File: src/rtl/ov_cap_pkg.sv
// rtl/ov_cap_pkg.sv - shared types and constants for the OV7670 capture path
package ov_cap_pkg;

  typedef enum logic [1:0] {
    ST_WAIT_INIT = 2'd0,
    ST_SKIP      = 2'd1,
    ST_WAIT_VS   = 2'd2,
    ST_CAPTURE   = 2'd3
  } cap_state_e;

  localparam int RGB565_W     = 16;
  localparam int DEF_H_PIXELS = 640;
  localparam int DEF_V_LINES  = 480;
  localparam int PIX_CNT_W    = 10;
  localparam int LINE_CNT_W   = 9;
  localparam int SKIP_CNT_W   = 8;

endpackage

File: src/rtl/cam_sync_edge.sv
// rtl/cam_sync_edge.sv - registers the camera bus once and flags VSYNC/HREF edges
module cam_sync_edge (
  input  logic       clk,
  input  logic       rst_n,
  input  logic       vsync_i,
  input  logic       href_i,
  input  logic [7:0] data_i,
  output logic       href_r_o,
  output logic [7:0] data_r_o,
  output logic       vs_fall_o,
  output logic       vs_rise_o,
  output logic       hr_fall_o
);

  logic       primed_q;
  logic       vs_q, vs_dly_q;
  logic       hr_q, hr_dly_q;
  logic [7:0] data_q;

  // The delayed copies are seeded from the pins on the first sample so that
  // whatever level the sensor is at when reset releases is not seen as an edge.
  always_ff @(posedge clk or negedge rst_n) begin
    if (!rst_n) begin
      primed_q <= 1'b0;
      vs_q     <= 1'b0;
      vs_dly_q <= 1'b0;
      hr_q     <= 1'b0;
      hr_dly_q <= 1'b0;
      data_q   <= 8'h00;
    end else begin
      primed_q <= 1'b1;
      vs_q     <= vsync_i;
      hr_q     <= href_i;
      data_q   <= data_i;
      vs_dly_q <= primed_q ? vs_q : vsync_i;
      hr_dly_q <= primed_q ? hr_q : href_i;
    end
  end

  assign href_r_o  = hr_q;
  assign data_r_o  = data_q;
  assign vs_fall_o = vs_dly_q & ~vs_q;
  assign vs_rise_o = ~vs_dly_q & vs_q;
  assign hr_fall_o = hr_dly_q & ~hr_q;

endmodule

File: src/rtl/ov7670_capture.sv
// rtl/ov7670_capture.sv - OV7670 byte stream to RGB565 words for the SDRAM write FIFO
module ov7670_capture
  import ov_cap_pkg::*;
#(
  parameter int H_PIXELS    = DEF_H_PIXELS,
  parameter int V_LINES     = DEF_V_LINES,
  parameter int SKIP_FRAMES = 10
) (
  input  logic                clk,
  input  logic                rst_n,
  input  logic                sdram_init_done,
  input  logic                cam_vsync,
  input  logic                cam_href,
  input  logic [7:0]          cam_data,
  output logic                sys_we,
  output logic [RGB565_W-1:0] sys_data_in,
  output logic                frame_valid,
  output logic                frame_err
);

  localparam logic [PIX_CNT_W-1:0]  H_N    = PIX_CNT_W'(H_PIXELS);
  localparam logic [LINE_CNT_W-1:0] V_N    = LINE_CNT_W'(V_LINES);
  localparam logic [SKIP_CNT_W-1:0] SKIP_N = SKIP_CNT_W'(SKIP_FRAMES);

  logic       hr_r;
  logic [7:0] d_r;
  logic       vs_fall, vs_rise, hr_fall;

  cam_sync_edge u_sync (
    .clk       (clk),
    .rst_n     (rst_n),
    .vsync_i   (cam_vsync),
    .href_i    (cam_href),
    .data_i    (cam_data),
    .href_r_o  (hr_r),
    .data_r_o  (d_r),
    .vs_fall_o (vs_fall),
    .vs_rise_o (vs_rise),
    .hr_fall_o (hr_fall)
  );

  cap_state_e              state_q, state_d;
  logic [SKIP_CNT_W-1:0]   skip_q, skip_d;
  logic                    phase_q, phase_d;
  logic [7:0]              hi_q, hi_d;
  logic [PIX_CNT_W-1:0]    pix_q, pix_d;
  logic [LINE_CNT_W-1:0]   line_q, line_d;
  logic                    bad_q, bad_d;
  logic                    we_q, we_d;
  logic [RGB565_W-1:0]     data_q, data_d;
  logic                    fv_q, fv_d;
  logic                    err_q, err_d;

  always_ff @(posedge clk or negedge rst_n) begin
    if (!rst_n) state_q <= ST_WAIT_INIT;
    else        state_q <= state_d;
  end

  always_comb begin
    state_d = state_q;
    if (!sdram_init_done) begin
      state_d = ST_WAIT_INIT;
    end else begin
      case (state_q)
        ST_WAIT_INIT: state_d = (SKIP_FRAMES > 0) ? ST_SKIP : ST_WAIT_VS;
        ST_SKIP:      if (vs_rise && (skip_q + 1'b1) == SKIP_N) state_d = ST_WAIT_VS;
        ST_WAIT_VS:   if (vs_fall) state_d = ST_CAPTURE;
        ST_CAPTURE:   if (vs_rise) state_d = ST_WAIT_VS;
        default:      state_d = ST_WAIT_INIT;
      endcase
    end
  end

  always_comb begin
    skip_d  = skip_q;
    phase_d = phase_q;
    hi_d    = hi_q;
    pix_d   = pix_q;
    line_d  = line_q;
    bad_d   = bad_q;
    we_d    = 1'b0;
    data_d  = data_q;
    err_d   = 1'b0;
    fv_d    = (state_d == ST_CAPTURE);
    case (state_q)
      ST_WAIT_INIT: skip_d = '0;
      ST_SKIP:      if (vs_rise) skip_d = skip_q + 1'b1;
      ST_WAIT_VS: begin
        if (vs_fall) begin
          pix_d   = '0;
          line_d  = '0;
          bad_d   = 1'b0;
          phase_d = 1'b0;
        end
      end
      ST_CAPTURE: begin
        if (hr_r) begin
          if (!phase_q) begin
            hi_d    = d_r;
            phase_d = 1'b1;
          end else begin
            phase_d = 1'b0;
            if (pix_q != '1) pix_d = pix_q + 1'b1;
            // Overlong lines and surplus lines are counted but never written.
            if (pix_q < H_N && line_q < V_N) begin
              we_d   = 1'b1;
              data_d = {hi_q, d_r};
            end
          end
        end
        if (hr_fall) begin
          if (pix_q != H_N || phase_q || line_q >= V_N) bad_d = 1'b1;
          if (line_q != '1) line_d = line_q + 1'b1;
          pix_d   = '0;
          phase_d = 1'b0;
        end
        // Uses the post-line-check values so a line closing with VSYNC is judged first.
        if (vs_rise && sdram_init_done) err_d = bad_d | (line_d != V_N);
        if (state_d != ST_CAPTURE) phase_d = 1'b0;
      end
      default: ;
    endcase
  end

  always_ff @(posedge clk or negedge rst_n) begin
    if (!rst_n) begin
      skip_q  <= '0;
      phase_q <= 1'b0;
      hi_q    <= 8'h00;
      pix_q   <= '0;
      line_q  <= '0;
      bad_q   <= 1'b0;
      we_q    <= 1'b0;
      data_q  <= '0;
      fv_q    <= 1'b0;
      err_q   <= 1'b0;
    end else begin
      skip_q  <= skip_d;
      phase_q <= phase_d;
      hi_q    <= hi_d;
      pix_q   <= pix_d;
      line_q  <= line_d;
      bad_q   <= bad_d;
      we_q    <= we_d;
      data_q  <= data_d;
      fv_q    <= fv_d;
      err_q   <= err_d;
    end
  end

  assign sys_we      = we_q;
  assign sys_data_in = data_q;
  assign frame_valid = fv_q;
  assign frame_err   = err_q;

endmodule

File: config.mk
export PLATFORM = sky130hd
export DESIGN_NAME = ov7670_capture
export DESIGN_NICKNAME = d
export VERILOG_FILES = /design/src/rtl/ov_cap_pkg.sv /design/src/rtl/cam_sync_edge.sv /design/src/rtl/ov7670_capture.sv
export SDC_FILE = /design/constraint.sdc
export NUM_CORES = 1
export LEC_CHECK = 0
export ABC_AREA = 1
export BUFFER_PORTS_ARGS = -buffer_cell sky130_fd_sc_hd__buf_2
export CAP_MARGIN = 40
export CORE_UTILIZATION = 46
export CTS_CLUSTER_SIZE = 8
export DETAILED_ROUTE_END_ITERATION = 10
export PLACE_DENSITY = 0.73
export SLEW_MARGIN = 40
export SYNTH_ARGS = -nofsm -noshare
export SYNTH_HDL_FRONTEND = slang
export SYNTH_SLANG_ARGS = --single-unit
File: constraint.sdc
create_clock -name clk -period 4.9 [get_ports clk]
set_input_delay 0.735 -clock clk [delete_from_list [all_inputs] [get_ports clk]]
set_output_delay 0.735 -clock clk [all_outputs]
set_load 0.01 [all_outputs]
==> impl_summary.txt <==
----------------------------------------------------
[Run status]
  Status ... finished, final reports clean

[Clock tree]
  Total setup buffers inserted after CTS ... 0
  Resized Gates After CTS ... 0
  Hold buffers post-CTS ... 0
  CTS Buf Count ... 9
  Clk buf depth ... 2
  Clock latency reported for the late side of the worst-skew pair ... 0.35 ns
  CTS tree ... done
  H-tree level count ... 3
  Clock-pin slew of the registers on the worst-case setup and hold paths ... 0.08 ns
  Clock root buffer ... clkbuf_8
  Total clock sinks ... 71

[Yosys]
  Mean cell area of the mapped netlist ... 8.88 um^2
  Count of warnings emitted by yosys ... 0
  Sequential element share of the synthesized area ... 52.8%
  Library cells used by synthesis ... 36
  Synthesis-stage register bit count ... 71
  Syn Inst Count ... 379
  Netlist area before placement ... 0.00337 mm^2
  Synth Net Count ... 398

[STA]
  Number of pins with negative max-slew slack in the final report ... 0
  Final worst path period need ... 2.25 ns
  RSZ-0062 raised after global routing ... false
  Slew at the pin closest to its max-slew limit ... 0.652 ns
  Post-route setup TNS ... 0 ns
  Setup violation total in the final timing report ... 0
  Share of the clock period used by the worst path ... 46.0%
  Layout Skew ... 0.0118 ns
  Final hold violations ... 0
  Headroom to the max-slew limit ... 56.5%
  Peak clock frequency supported by timing ... 444 MHz

[Finish]
  Share of layout cells above drive strength 1 ... 18.8%
  Count of non-filler cells in the finished layout ... 516
  Count of nets after finishing ... 434
  Seq. cell area ... 0.00178 mm^2
  Total area of multi-input combinational cells ... 0.00135 mm^2
  Filler Cells Inserted ... 626
  Synthesis-to-layout area growth ... 12.4%
  Antenna diode count ... 0
  Final core utilization ... 54.5%

[Drt]
  Post-DR wirelength/cell ... 12.5 um
  Detailed-route vias per instance ... 5.02
  Via total after detailed routing ... 2,588
  Iteration-0 DRC Markers ... 121
  Total DRC errors in the routed layout ... 0
  Total routed wirelength ... 6450 um
  First drt pass iteration count ... 4
  DRT antenna net count ... 0

[Setup path]
  Reg2reg path depth ... 10
  Family with the most delay on the worst path ... simple AND/OR/NAND/NOR gates
  Crit. Startpoint ... state_q[0]
  Max stage delay on crit path ... 0.42 ns
  Startpoint of the worst-slack reg-to-reg timing path ... state_q[0]
  Data required time at the worst endpoint ... 5.14 ns
  Crit path capture type ... flop
  Series of cell instances along the critical path ... nand2_1 -> inv_1 -> nand2_2 -> nor2_1 -> inv_2 -> nor2_4 -> nor2_8 -> clkinv_2 -> o22ai_1 -> nor2_1
  CP Capture Point ... pix_q[6]
  Register-to-register setup slack ... 2.65 ns
  Startpoint class of the critical path ... flop
  Logic depth of the worst setup path including buffers ... 10
  Critical path data arrival time ... 2.49 ns
  Endpoint of the most critical register-to-register path ... pix_q[6]
  Maximum fanout along the worst path ... 17
  Worst-path cell with the longest stage delay ... dfrtp_1
  CP bufs+invs ... 3
  Critical Path Most Common Cell ... nor2_1
  Category of the most critical setup path ... flop to flop

[Floorplanning]
  Number of ports placed on the die boundary ... 32
  Die Y-Extent ... 87.6 um
  Die ar. ... 0.00767 mm^2
  Number of rows created at floorplan ... 30
  Starting Density ... 48.5%
  Die W ... 87.6 um
  Core region area ... 0.00694 mm^2

[Pwr]
  Worst vdd rail ir drop ... 0.234 mV
  Power density over the cells ... 290 mW/mm^2
  Power, Total ... 1100 uW
  Leakage power total ... 0.00184 uW

[Global route]
  Remaining Overflow, GRT ... 0
  Global-route wire length before repair ... 11,100 um
  Vias in the first global route ... 2,465
  GRT Util Overall ... 19.0%
  Antenna violations before repair ... 0
  Pin count of the biggest net entering global routing ... 54

[Placement]
  Detail Placement HPWL ... 4510 um
  Quantity of I/O buffers inserted on ports ... 31
  GPL Wtd Cong ... 0.831
  # placed instances ... 500

[Min path]
  Hold WC Path Type ... primary input to async pin

[Job]
  Max-cap violations ... 0

----------------------------------------------------
[worst reg2reg max path, delay by kind of cell (launching register included)]
kind	cells	cell delay, ns
AND/OR/NAND/NOR	6	1.06
AO/OA/AOI/OAI	1	0.13
buffers and inverters	3	0.56
flip-flops	1	0.42
[synth_stat cells]
cell type / instances / share of area, %
buf_2: 3 / 0.45
nor2_2: 3 / 0.56
o22ai_1: 13 / 2.4
clkinv_2: 1 / 0.15
dfrtp_1: 71 / 53
nand4_1: 4 / 0.74
nor3_1: 5 / 0.74
inv_2: 4 / 0.45
xor2_1: 8 / 2.1
nand2_1: 87 / 9.7
o21ai_0: 12 / 1.8
nor2_8: 1 / 0.59
nand2_2: 5 / 0.93
o21ai_1: 13 / 1.9
buf_6: 1 / 0.33
a21o_1: 1 / 0.22
a21boi_0: 1 / 0.22
nand3_2: 5 / 1.5
conb_1: 1 / 0.11
nor3b_1: 1 / 0.22
o211ai_4: 1 / 0.63
nand3_1: 19 / 2.8
a21oi_1: 13 / 1.9
buf_4: 1 / 0.22
ha_1: 6 / 2.2
inv_1: 45 / 5.0
nor2_1: 35 / 3.9
xnor2_1: 1 / 0.26
nor2_4: 3 / 1.0
nor4_4: 1 / 0.63
clkbuf_1: 1 / 0.11
mux2i_1: 1 / 0.30
a31oi_1: 3 / 0.56
o21ai_2: 7 / 1.8
buf_8: 1 / 0.45
nand3b_1: 1 / 0.22
[routing by layer]
layer  vias up  GRT usage, %  part of all wire [%]
met1      1213          25.9                    47
met3        16          4.15                   4.0
li1       1297             -                     -
met5         -             0                     0
met4         0          9.24                   2.2
met2        62          29.2                    47
[flip-flops by register name (all words and copies together), names as in the netlist, 2 cells and up]
name,flops
skip_q,8
hi_q,8
u_sync.data_r_o,8
state_q,2
sys_data_in,16
line_q,9
pix_q,10
[worst min-delay path by stage]
stage	slack, ns	to
floorplan	0.44	bad_q
global placement	0.45	sys_data_in[8]
detailed placement	0.46	sys_data_in[12]
CTS	0.31	line_q[3]
global route	0.34	skip_q[6]
finish	0.31	line_q[3]
[layout by cell type, fill, tap and decap left out, types with 2 or more instances in the layout]
cell / count
a21oi_1: 13
a31oi_1: 3
buf_2: 31
clkbuf_8: 9
clkinv_4: 2
dfrtp_1: 71
ha_1: 6
inv_1: 45
inv_2: 4
inv_6: 3
nand2_1: 87
nand2_2: 5
nand3_1: 19
nand3_2: 5
nand4_1: 4
nor2_1: 35
nor2_2: 3
nor2_4: 3
nor3_1: 5
o21ai_0: 12
o21ai_1: 13
o21ai_2: 7
o22ai_1: 13
xor2_1: 8
[per-stage QoR]
| stage | setup slack [ns] | instance area, um^2 | hold WS, ns |
|---|---|---|---|
| 3_5_place_dp | 2.69 | 3600 | 0.456 |
| 4_1_cts | 2.67 | 3780 | 0.311 |
| 2_1_floorplan | 3.33 | 3370 | 0.439 |
| 6_report | 2.65 | 3780 | 0.306 |
| 5_1_grt | 2.46 | 3780 | 0.341 |
| 3_3_place_gp | 2.78 | 3600 | 0.453 |
[area by class of cell]
| class | count | area share, % |
|---|---|---|
| timing repair buffer | 32 | 4.30 |
| tap | 96 | 3.17 |
| clock inverter | 7 | 1.65 |
| multi-input combinational | 251 | 35.6 |
| clock buffer | 9 | 3.27 |
| inverter | 50 | 4.99 |
| sequential | 71 | 47.0 |
[report_power, final]
part | total [uW] | internal [uW] | switching [uW]
Sequential | 605 | 597 | 7.79
Combinational | 46.9 | 13.7 | 33.2
Clock | 445 | 194 | 251
Total | 1100 | 805 | 292
[logic make-up after synthesis]
kind of cell               Yosys count  share of synthesized area [%]
buffers and inverters               57                           7.17
muxes                                1                          0.297
and+or+nand+nor                    170                           23.6
DFF                                 71                           52.8
other                                1                          0.111
AOI/OAI and AO/OA                   64                           11.5
adders and majority gates            6                           2.23
xor gates and xnor gates             9                           2.34
Note: power is estimated with default switching activity, not from simulation.
